`config.mk`:
```
export PLATFORM = sky130hd
export DESIGN_NAME = cpu_ctrl_fsm
export DESIGN_NICKNAME = d
export VERILOG_FILES = /design/src/rtl/cpu_ctrl_fsm.sv
export SDC_FILE = /design/constraint.sdc
export NUM_CORES = 1
export LEC_CHECK = 0
export BUFFER_PORTS_ARGS = -buffer_cell sky130_fd_sc_hd__buf_4
export CAP_MARGIN = 20
export CORE_AREA = 2 2 55 57
export CTS_CLUSTER_DIAMETER = 40
export DETAILED_ROUTE_END_ITERATION = 10
export DIE_AREA = 0 0 57 59
export PLACE_DENSITY_LB_ADDON = 0.08
export SLEW_MARGIN = 20
export SYNTH_ARGS = -nofsm -noshare
export SYNTH_HDL_FRONTEND = slang
export SYNTH_SLANG_ARGS = --single-unit
```
`constraint.sdc`:
```
create_clock -name clk -period 2.35 [get_ports clk]
set_input_delay 0.1175 -clock clk [delete_from_list [all_inputs] [get_ports clk]]
set_output_delay 0.1175 -clock clk [all_outputs]
set_load 0.05 [all_outputs]
```
`src/rtl/cpu_ctrl_fsm.sv`:
```
// Multi-cycle fetch/decode/execute/memory/write-back sequencer for the 16-bit CPU.
// Define ILLEGAL_TRAP_EN to trap opcodes B-E into HALT with a sticky illegal_out flag.
module cpu_ctrl_fsm #(
   parameter int MEM_TIMEOUT = 15
) (
   input  logic        clk,
   input  logic        rst_n,
   input  logic [15:0] instr_in,
   input  logic        z_in,
   input  logic        mem_ready_in,
   output logic        mem_req_out,
   output logic        mem_we_out,
   output logic        ir_load_out,
   output logic        pc_inc_out,
   output logic        pc_load_out,
   output logic [2:0]  alu_op_out,
   output logic [1:0]  mux_sel_out,
   output logic        rf_we_out,
   output logic        halted_out,
   output logic        bus_err_out,
   output logic        illegal_out,
   output logic [2:0]  state_out
);

   localparam int CW = (MEM_TIMEOUT > 0) ? $clog2(MEM_TIMEOUT + 1) : 1;
   localparam logic [CW-1:0] C_TMO = CW'(MEM_TIMEOUT);
   localparam logic [CW-1:0] C_MAX = {CW{1'b1}};
   localparam logic C_TMO_EN = (MEM_TIMEOUT != 0);

   typedef enum logic [2:0] {
      S_IDLE   = 3'd0,
      S_FETCH  = 3'd1,
      S_DECODE = 3'd2,
      S_EXEC   = 3'd3,
      S_MEM    = 3'd4,
      S_WB     = 3'd5,
      S_HALT   = 3'd6
   } state_t;

   state_t        r_state;
   state_t        w_next;
   logic [3:0]    r_opc;
   logic [CW-1:0] r_cnt;
   logic          r_bus_err;
   logic          w_set_be;
   logic          w_tmo;
   logic          w_is_alu;
   logic [2:0]    w_alu_code;
   logic          w_mem_req;
   logic          w_mem_we;
   logic          w_ir_load;
   logic          w_pc_inc;
   logic          w_pc_load;
   logic [2:0]    w_alu_op;
   logic [1:0]    w_mux_sel;
   logic          w_rf_we;
   logic          w_halted;
   logic          w_unused;

   assign w_unused   = ^instr_in[11:0];
   assign w_is_alu   = (r_opc >= 4'h1) && (r_opc <= 4'h5);
   assign w_alu_code = 3'(r_opc - 4'h1);
   // Ready wins over timeout: expiry only counts while the request is still unanswered.
   assign w_tmo      = C_TMO_EN && (r_cnt == C_TMO) && !mem_ready_in;

`ifdef ILLEGAL_TRAP_EN
   logic r_illegal;
   logic w_set_ill;
`endif

   // Next-state and control decode; Mealy fetch strobes depend on mem_ready_in.
   always_comb begin
      w_next    = r_state;
      w_set_be  = 1'b0;
      w_mem_req = 1'b0;
      w_mem_we  = 1'b0;
      w_ir_load = 1'b0;
      w_pc_inc  = 1'b0;
      w_pc_load = 1'b0;
      w_alu_op  = 3'b000;
      w_mux_sel = 2'b11;
      w_rf_we   = 1'b0;
      w_halted  = 1'b0;
`ifdef ILLEGAL_TRAP_EN
      w_set_ill = 1'b0;
`endif
      case (r_state)
         S_IDLE: w_next = S_FETCH;
         S_FETCH: begin
            w_mem_req = 1'b1;
            if (mem_ready_in) begin
               w_ir_load = 1'b1;
               w_pc_inc  = 1'b1;
               w_next    = S_DECODE;
            end else if (w_tmo) begin
               w_set_be = 1'b1;
               w_next   = S_HALT;
            end else begin
               w_next = S_FETCH;
            end
         end
         S_DECODE: w_next = S_EXEC;
         S_EXEC: begin
            case (r_opc)
               4'h1, 4'h2, 4'h3, 4'h4, 4'h5: begin
                  w_alu_op = w_alu_code;
                  w_next   = S_WB;
               end
               4'h6: w_next = S_WB;
               4'h7, 4'h8: w_next = S_MEM;
               4'h9: begin
                  w_pc_load = 1'b1;
                  w_next    = S_FETCH;
               end
               4'hA: begin
                  w_pc_load = z_in;
                  w_next    = S_FETCH;
               end
               4'hF: w_next = S_HALT;
               4'h0: w_next = S_FETCH;
               default: begin
`ifdef ILLEGAL_TRAP_EN
                  w_set_ill = 1'b1;
                  w_next    = S_HALT;
`else
                  w_next = S_FETCH;
`endif
               end
            endcase
         end
         S_MEM: begin
            w_mem_req = 1'b1;
            w_mem_we  = (r_opc == 4'h8);
            if (mem_ready_in) begin
               w_next = (r_opc == 4'h7) ? S_WB : S_FETCH;
            end else if (w_tmo) begin
               w_set_be = 1'b1;
               w_next   = S_HALT;
            end else begin
               w_next = S_MEM;
            end
         end
         S_WB: begin
            w_rf_we = 1'b1;
            w_next  = S_FETCH;
            if (w_is_alu) begin
               w_alu_op  = w_alu_code;
               w_mux_sel = 2'b00;
            end else if (r_opc == 4'h7) begin
               w_mux_sel = 2'b01;
            end else if (r_opc == 4'h6) begin
               w_mux_sel = 2'b10;
            end else begin
               w_mux_sel = 2'b11;
            end
         end
         S_HALT: begin
            w_halted = 1'b1;
            w_next   = S_HALT;
         end
         default: w_next = S_IDLE;
      endcase
   end

   // State, latched opcode and sticky bus-error flag.
   always_ff @(posedge clk or negedge rst_n) begin
      if (!rst_n) begin
         r_state   <= S_IDLE;
         r_opc     <= 4'h0;
         r_bus_err <= 1'b0;
      end else begin
         r_state <= w_next;
         if (r_state == S_DECODE) begin
            r_opc <= instr_in[15:12];
         end else begin
            r_opc <= r_opc;
         end
         r_bus_err <= r_bus_err | w_set_be;
      end
   end

   // Wait counter restarts whenever the state changes, so each FETCH/MEM entry begins at zero.
   always_ff @(posedge clk or negedge rst_n) begin
      if (!rst_n) begin
         r_cnt <= {CW{1'b0}};
      end else if (w_next != r_state) begin
         r_cnt <= {CW{1'b0}};
      end else if (w_mem_req && !mem_ready_in && (r_cnt != C_MAX)) begin
         r_cnt <= r_cnt + {{(CW-1){1'b0}}, 1'b1};
      end else begin
         r_cnt <= r_cnt;
      end
   end

`ifdef ILLEGAL_TRAP_EN
   // Sticky illegal-opcode flag.
   always_ff @(posedge clk or negedge rst_n) begin
      if (!rst_n) begin
         r_illegal <= 1'b0;
      end else begin
         r_illegal <= r_illegal | w_set_ill;
      end
   end
   assign illegal_out = r_illegal;
`else
   assign illegal_out = 1'b0;
`endif

   assign mem_req_out = w_mem_req;
   assign mem_we_out  = w_mem_we;
   assign ir_load_out = w_ir_load;
   assign pc_inc_out  = w_pc_inc;
   assign pc_load_out = w_pc_load;
   assign alu_op_out  = w_alu_op;
   assign mux_sel_out = w_mux_sel;
   assign rf_we_out   = w_rf_we;
   assign halted_out  = w_halted;
   assign bus_err_out = r_bus_err;
   assign state_out   = r_state;

endmodule

```
==> run_results.csv, run 1 <==
group,metric,value,unit
outcome,run_status,"completed",
logic_synthesis,synth_top_area_cell,"dfrtp_1",
logic_synthesis,ys_async_sr_fraction,100.0,%
logic_synthesis,synth_warnings,0,
place,hpwl,1.724,mm
clock_network,cts.repair.resized,0,
logic_synthesis,syn_nets,139,
logic_synthesis,ys_ff_latch,12,
place,dp.cells,161,
global_routing,grt_pass1_wl,3.877,mm
floorplan,ios,37,
clock_network,clk_pin_slew,0.07,ns
power_and_ir_drop,p_per_area,1265,nW/µm²
global_routing,grt_max_degree,16,
drt,wirelength,2.218,mm
floorplan,die_x,57,µm
timing,post-route-min-period,2.106,ns
clock_network,cts-root-buf,"clkbuf_4",
global_routing,overflow,0,
global_routing,grtUsageTotal,14.47,%
drt,drt-initial-drc-count,12,
final_layout,drive_above_1_share,24.63,%
drt,dr.pass1.iters,4,
drt,vias,896,
timing,finalClockSkew,0.007423,ns
setup_path,startpoint_type,"register",
clock_network,cts_buffer_depth,2,
global_routing,grt_pass1_vias,860,
setup_path,cp.arrival,1.99,ns
floorplan,fp.coreArea,2710,µm²
logic_synthesis,synthFlopType,"dfrtp_1",
clock_network,cts_buffers,3,
logic_synthesis,synth.most_common_cell,"dfrtp_1",
logic_synthesis,synth_common_cells,"12 x dfrtp_1, 11 x nor2_1, 9 x o21ai_0",
timing,fmax,474.9,MHz
place,routabilityCongestion,0.7905,
logic_synthesis,syn_area_per_cell,8.254,µm²
global_routing,antenna_found_initial,0,
drt,routedWlPerCell,13.44,µm
run,cap_violations,0,
setup_path,cp.required,2.23,ns
clock_network,cts.sinks,12,
setup_path,cp_max_fo,8,
setup_path,path_class,"register to output port",
clock_network,htree_levels,1,
setup_path,end_kind,"output port",
power_and_ir_drop,irDropWorstVdd,0.6998,mV
final_layout,final_nets,161,
logic_synthesis,synth_top_area_share,31.91,%
floorplan,start_util,34.72,%
timing,period_share,89.61,%
worst_hold_path,hp-class,"primary input to register",
logic_synthesis,synth_edf_count,0,
drt,route.detailed.drc,0,
logic_synthesis,synth.distinct_cells,37,
timing,setup_viol,0,
logic_synthesis,netlist_area,940.9,µm²
final_layout,diodes,0,
clock_network,clk_latency,0.27,ns
timing,rsz0062_at_grt,"false",
final_layout,synthToLayoutAreaGrowth,22.87,%
final_layout,final_cell_area,1156,µm²
floorplan,dieArea,3363,µm²
final_layout,layout.cells.non_filler,165,
timing,hold_viol_final,0,
timing,setup_tns,0,ns
logic_synthesis,netlist_instances,114,
logic_synthesis,yosysSeqAreaShare,31.91,%
drt,drtAntennaViolNets,0,
clock_network,cts_tree,"built",
drt,routed_via_density,5.430,
power_and_ir_drop,p_leak,0.5073,nW
timing,slew_viol_final,0,
floorplan,dieHeight,59,µm
power_and_ir_drop,finalPower,0.001463,W
logic_synthesis,synth_area_leaders,"dfrtp_1 32%, ha_1 6.6%, o21ai_0 4.8%",
place,io_buffers,23,
floorplan,rows,19,
place,placed_area,1124,µm²
==> timing repair <==
item | 4_1_cts | 5_1_grt
buffers inserted | 0 | 0
hold buffers | 1 | 0
endpoints found under the hold margin | 12 | 0
==> cell families after synthesis <==
family / Yosys count / share of synthesized area, %
AND/OR/NAND/NOR: 51 / 30.05
AO/OA/AOI/OAI: 24 / 16.09
flip-flops: 12 / 31.92
buffers and inverters: 12 / 5.717
adder cells (fa/ha/maj): 5 / 6.649
XOR/XNOR: 5 / 4.654
multiplexers: 4 / 4.521
other: 1 / 0.3986
==> area by class of cell <==
type / instances / area, µm²
well taps: 31 / 38.79
inverters: 5 / 18.77
multi-input cells: 90 / 593.1
repair buffers: 24 / 182.7
flip-flops and latches: 12 / 300.3
fillers: 293 / 1554
clock buffers: 3 / 22.52
==> per-layer routing <==
layer,vias to the layer above,global-route usage [%],wire [µm]
li1,442,-,-
met1,425,18.72,998
met2,27,24.79,1072
met3,2,4.148,140
met4,0,1.993,7
met5,-,0,0
==> cells in the final DEF (no fill, tap or decap), drive strengths merged, types with 2 or more instances in the layout <==
cell type,synthesis,layout
buf,3,23
dfrtp,12,12
nor2,11,11
o21ai,9,9
nor3,8,8
nand2,8,8
a21oi,6,6
inv,5,5
xnor2,5,5
ha,5,5
nor4,5,5
nor2b,4,4
nand2b,3,3
nand3,3,3
clkbuf,4,3
mux2i,2,2
and4,2,2
nor4b,2,2
mux2,2,2
==> final timing paths <==
check | startpoint | endpoint | slack, ns | cells after the start
worst max-delay path | r_opc[0] | alu_op_out[2] | 0.24 | 7
worst min-delay path | instr_in[12] | r_opc[0] | 0.05 | 3
worst max register to register | r_opc[0] | r_cnt[1] | 0.42 | 6
worst min register to register | bus_err_out | bus_err_out | 0.48 | 1
max in group asynchronous | rst_n | r_opc[2] | 1.97 | 2
min in group asynchronous | rst_n | state_out[2] | 0.22 | 2
==> metrics by stage <==
stage               setup slack (ns)  util (%)  hold WS [ns]
floorplan                   -0.07147         -       -0.1781
global placement              0.4280     41.46      -0.03202
detailed placement            0.4254     41.46      -0.03131
CTS                           0.2217     42.66       0.04672
global route                  0.1013     42.66       0.06087
finish                        0.2442     42.66       0.04981
==> power breakdown <==
part / leakage, nW / internal (W) / switching [W]
clock: 0.0138 / 0.0000593 / 0.0000686
combinational: 0.339 / 0.000337 / 0.000597
sequential: 0.154 / 0.000263 / 0.000138
==> critical path, cell delays in order, from the launching register on <==
cell	delay, ns
dfrtp_1	0.42
inv_1	0.11
ha_1	0.33
nand2b_1	0.19
a21oi_1	0.07
o21a_1	0.22
nor3_1	0.15
buf_4	0.23
==> state kept, by name (all words and copies together) (netlist names) <==
| signal | flops |
|---|---|
| bus_err_out | 1 |
| r_cnt | 4 |
| r_opc | 4 |
| state_out | 3 |
(Power assumes the default switching activity.)
==> inputs of run 2 (changes only) <==
--- a/config.mk
+++ b/config.mk
@@ -7,9 +7,9 @@
 export LEC_CHECK = 0
 export BUFFER_PORTS_ARGS = -buffer_cell sky130_fd_sc_hd__buf_4
-export CAP_MARGIN = 20
 export CORE_AREA = 2 2 55 57
 export CTS_CLUSTER_DIAMETER = 40
 export DETAILED_ROUTE_END_ITERATION = 10
 export DIE_AREA = 0 0 57 59
+export MAX_ROUTING_LAYER = met4
 export PLACE_DENSITY_LB_ADDON = 0.08
 export SLEW_MARGIN = 20
==> constraint.sdc (replaced) <==
create_clock -name clk -period 2.35 [get_ports clk]
set_input_delay 0.47 -clock clk [delete_from_list [all_inputs] [get_ports clk]]
set_output_delay 0.47 -clock clk [all_outputs]
set_load 0.05 [all_outputs]
==> run_results.csv, run 2 (synthesized netlist as in run 1, its figures left out) <==
group,metric,value,unit
outcome,run_status,"completed",
final_layout,post-route-util,48.71,%
clock_network,clk_pin_slew,0.08,ns
setup_path,critical_path_depth,6,
setup_path,cpPeakStageDelay,0.44,ns
global_routing,grt_pass1_wl,3.850,mm
drt,routed_via_density,5.370,
timing,period_share,97.00,%
final_layout,synthToLayoutAreaGrowth,40.29,%
timing,setup_tns,0,ns
global_routing,overflow,0,
clock_network,clk_latency,0.27,ns
timing,hold_ws,0.02034,ns
setup_path,cp_max_fo,3,
setup_path,r2r_slack,0.46,ns
drt,drtAntennaViolNets,0,
clock_network,cts_buffer_depth,2,
place,io_buffers,23,
global_routing,grt_max_degree,16,
place,pre_cts_ws,0.1640,ns
setup_path,crit_start,"r_opc[1]",
final_layout,layout_commonest_cell,"buf_4",
drt,route.detailed.drc,0,
timing,finalClockSkew,0.004969,ns
worst_hold_path,hp-class,"primary input to async pin",
drt,dr.pass1.iters,4,
place,dp.cells,166,
global_routing,antenna_found_initial,0,
floorplan,dieHeight,59,µm
setup_path,cp_num_buf_inv,1,
clock_network,cts.sinks,12,
final_layout,layout.cells.non_filler,173,
setup_path,crit_path_end,"alu_op_out[0]",
timing,setup_viol,0,
global_routing,grt_pass1_vias,856,
timing,rsz0062_at_grt,"true",
final_layout,layout_common_cells,"28 x buf_4, 11 x nor2_1, 11 x dfrtp_1",
clock_network,cts_tree,"built",
setup_path,critPathTopFamily,"flip-flops",
drt,wirelength,2.361,mm
run,cap_violations,0,
timing,fmax,438.7,MHz
timing,slew_viol_final,0,
global_routing,grtUsageTotal,15.08,%
setup_path,reg2reg_to,"r_cnt[1]",
setup_path,crit_chain,"ha_2, or3_4, a21oi_2, o21a_2, nor3_2, buf_6",
setup_path,rr_worst_depth,8,
drt,vias,929,
global_routing,grt_busiest_layer,"met2",
timing,hold_viol_final,0,
timing,post-route-min-period,2.280,ns
power_and_ir_drop,p_per_area,1369,nW/µm²
floorplan,fp.coreArea,2710,µm²
global_routing,met1_usage,17.44,%
power_and_ir_drop,p_leak,0.5685,nW
power_and_ir_drop,irDropWorstVdd,0.8818,mV
timing,layout_setup_ws,0.07049,ns
global_routing,met3_usage,5.022,%
setup_path,crit_path_top_delay_cell,"dfrtp_2",
clock_network,cts-root-buf,"clkbuf_4",
place,hpwl,1.776,mm
final_layout,drive_above_1_share,40.85,%
final_layout,diodes,0,
clock_network,htree_levels,1,
setup_path,path_class,"register to output port",
drt,drt-initial-drc-count,18,
setup_path,cp.arrival,1.81,ns
setup_path,r2r-start,"r_opc[0]",
floorplan,dieArea,3363,µm²
global_routing,grtUsageMet2,26.27,%
floorplan,die_x,57,µm
setup_path,startpoint_type,"register",
setup_path,cp.required,1.88,ns
floorplan,start_util,34.72,%
place,routabilityCongestion,0.7886,
final_layout,final_nets,168,
drt,routedWlPerCell,13.65,µm
floorplan,ios,37,
setup_path,end_kind,"output port",
clock_network,cts_buffers,3,
floorplan,rows,19,
==> run 2: cell types whose count changed in the layout (fill, tap and decap cells not counted), sizes merged <==
cell	change
dlygate4sd3	-1
buf	+8
clkbuf	+1
==> run 2: worst min path at each step <==
stage	to	cells after the start	startpoint
after floorplan	bus_err_out	0	rst_n
after global placement	state_out[2]	1	rst_n
after detailed placement	state_out[0]	1	rst_n
after CTS	state_out[0]	1	rst_n
after global routing	state_out[2]	1	rst_n
final	state_out[0]	1	rst_n
==> run 2: power by group <==
group          switching (W)  internal (W)
Combinational       0.000747      0.000518
Sequential          0.000112      0.000265
Clock              0.0000693     0.0000941
==> run 2: repair_timing <==
item	CTS	global route
gates resized for setup	4	13
pin swaps	1	5
setup buffers	1	2
endpoints found under the setup margin	3	3
cloned	0	0
hold endpoints to repair	0	0
hold buffers	0	0
==> run 2: through the flow <==
step / total power, W / area, µm²
floorplan: 0.001188 / 979.7
global placement: 0.001481 / 1194
detailed placement: 0.001487 / 1194
CTS: 0.001688 / 1249
global route: 0.001951 / 1320
finish: 0.001807 / 1320
==> run 2: final cells by class <==
cell class	instances	area (µm²)
fillers	284	1390
repair buffers	31	244.0
multi-input cells	90	680.7
clock buffers	4	36.28
well taps	31	38.79
flip-flops and latches	12	301.5
inverters	5	18.77
==> run 2: routing by layer <==
layer | vias up | share of wire (%)
li1 | 461 | -
met1 | 441 | 45
met2 | 27 | 50
met3 | 0 | 4.9
met4 | 0 | 0
met5 | - | 0
==> inputs of run 3 (changes only) <==
- CELL_PAD_IN_SITES_DETAIL_PLACEMENT: default -> 0
- CELL_PAD_IN_SITES_GLOBAL_PLACEMENT: default -> 2
- CORE_AREA: 2 2 55 57 -> 2 2 64 66
- DIE_AREA: 0 0 57 59 -> 0 0 66 68
==> run_results.csv, run 3 (synthesized netlist as in run 1, its figures left out) <==
group,metric,value,unit
place,routabilityCongestion,0.7193,
final_layout,diodes,0,
power_and_ir_drop,p_per_area,1346,nW/µm²
drt,drt-initial-drc-count,48,
timing,rsz0062_at_grt,"false",
clock_network,cts_buffers,3,
timing,setup_viol,0,
setup_path,startpoint_type,"register",
setup_path,crit_path_top_delay_cell,"dfrtp_1",
setup_path,r2r_slack,0.41,ns
worst_hold_path,hp-class,"primary input to async pin",
final_layout,final_cell_area,1319,µm²
timing,slew_viol_final,0,
setup_path,cp.arrival,1.79,ns
timing,hold_viol_final,0,
clock_network,cts_tree,"built",
drt,wirelength,2.553,mm
timing,setup_tns,0,ns
floorplan,dieHeight,68,µm
power_and_ir_drop,p_leak,0.5639,nW
timing,post-route-min-period,2.255,ns
drt,dr.pass1.iters,4,
timing,finalClockSkew,0.004287,ns
setup_path,r2r-start,"r_opc[1]",
setup_path,rr_worst_depth,6,
setup_path,cp_max_fo,3,
clock_network,cts.sinks,12,
clock_network,cts_buffer_depth,2,
timing,period_share,95.97,%
global_routing,grt_pass1_wl,4.195,mm
global_routing,grt_max_degree,13,
timing,fmax,443.4,MHz
final_layout,layout.cells.non_filler,192,
final_layout,post-route-util,34.20,%
place,io_buffers,23,
final_layout,layout_common_cells,"29 x buf_4, 12 x dfrtp_1, 11 x nor2_1",
setup_path,path_class,"register to output port",
clock_network,htree_levels,1,
floorplan,rows,23,
place,hpwl,2.080,mm
setup_path,cp_num_buf_inv,2,
setup_path,end_kind,"output port",
floorplan,fp.coreArea,3856,µm²
global_routing,overflow,0,
drt,drtAntennaViolNets,0,
setup_path,cp.required,1.88,ns
drt,routed_via_density,4.771,
clock_network,clk_latency,0.24,ns
global_routing,grtUsageTotal,12.65,%
clock_network,clk_pin_slew,0.05,ns
global_routing,grt_pass1_vias,868,
outcome,run_status,"completed",
drt,vias,916,
power_and_ir_drop,irDropWorstVdd,0.4026,mV
floorplan,die_x,66,µm
floorplan,ios,37,
setup_path,crit_chain,"inv_2, ha_2, or3_1, a21oi_1, o21a_2, nor3_2, buf_6",
place,dp.cells,187,
floorplan,start_util,24.40,%
drt,route.detailed.drc,0,
setup_path,reg2reg_to,"r_cnt[0]",
final_layout,layout_commonest_cell,"buf_4",
setup_path,cpPeakStageDelay,0.38,ns
floorplan,dieArea,4488,µm²
final_layout,synthToLayoutAreaGrowth,40.16,%
power_and_ir_drop,finalPower,0.001775,W
final_layout,drive_above_1_share,35.92,%
setup_path,critPathTopFamily,"simple AND/OR/NAND/NOR gates",
clock_network,cts-root-buf,"clkbuf_8",
final_layout,final_nets,169,
run,cap_violations,0,
global_routing,antenna_found_initial,0,
place,placed_area,1232,µm²
drt,routedWlPerCell,13.30,µm
-- run 3: through the flow --
step           worst slack (ns)  hold slack, ns
3_3_place_gp             0.1523          0.3204
5_1_grt                 0.01425         0.06728
2_1_floorplan           -0.1139          0.1744
4_1_cts                 0.03391         0.06525
6_report                0.09473         0.06142
3_5_place_dp             0.1497          0.3200
-- run 3: worst register-to-register path, stage by stage, from the launching register on --
cell	delay (ns)
dfrtp_1	0.39
inv_1	0.14
ha_1	0.32
nor3_1	0.10
a221oi_1	0.45
a2bb2oi_2	0.31
nor4_1	0.11
-- run 3: how the worst max path moves through the flow --
stage	depth (start not counted)	to	startpoint	slack [ns]
detailed placement	7	alu_op_out[0]	r_opc[0]	0.15
global route	7	alu_op_out[0]	r_opc[0]	0.01
finish	7	alu_op_out[0]	r_opc[0]	0.09
floorplan	7	alu_op_out[0]	r_opc[0]	-0.11
global placement	7	alu_op_out[0]	r_opc[0]	0.15
CTS	6	alu_op_out[0]	r_opc[0]	0.03
-- run 3: power by group --
group          total [W]  switching, W  internal, W
logic            0.00126      0.000779     0.000485
clock network   0.000180     0.0000679     0.000112
registers       0.000330     0.0000645     0.000266
total            0.00178      0.000912     0.000863
-- run 3: routing by layer --
| layer | global-route usage, % | vias up | wire [µm] |
|---|---|---|---|
| li1 | - | 460 | - |
| met1 | 16.97 | 436 | 1252 |
| met2 | 19.32 | 16 | 1187 |
| met3 | 1.974 | 4 | 86 |
| met4 | 4.847 | 0 | 26 |
| met5 | - | - | 0 |
-- run 3: cell type report --
type,instances,area [µm²]
clock buffer,3,41.29
fill,438,2537
inverter,5,18.77
multi-input combinational,90,644.4
sequential,12,300.3
tap,50,62.56
timing repair buffer,32,251.5
-- run 3: what timing repair did --
action | in CTS | in global routing
endpoints found under the hold margin | 0 | 0
gates resized for setup | 1 | 8
setup endpoints to repair | 3 | 3
buffers inserted | 1 | 1
hold buffers | 0 | 0
pin swaps | 1 | 2
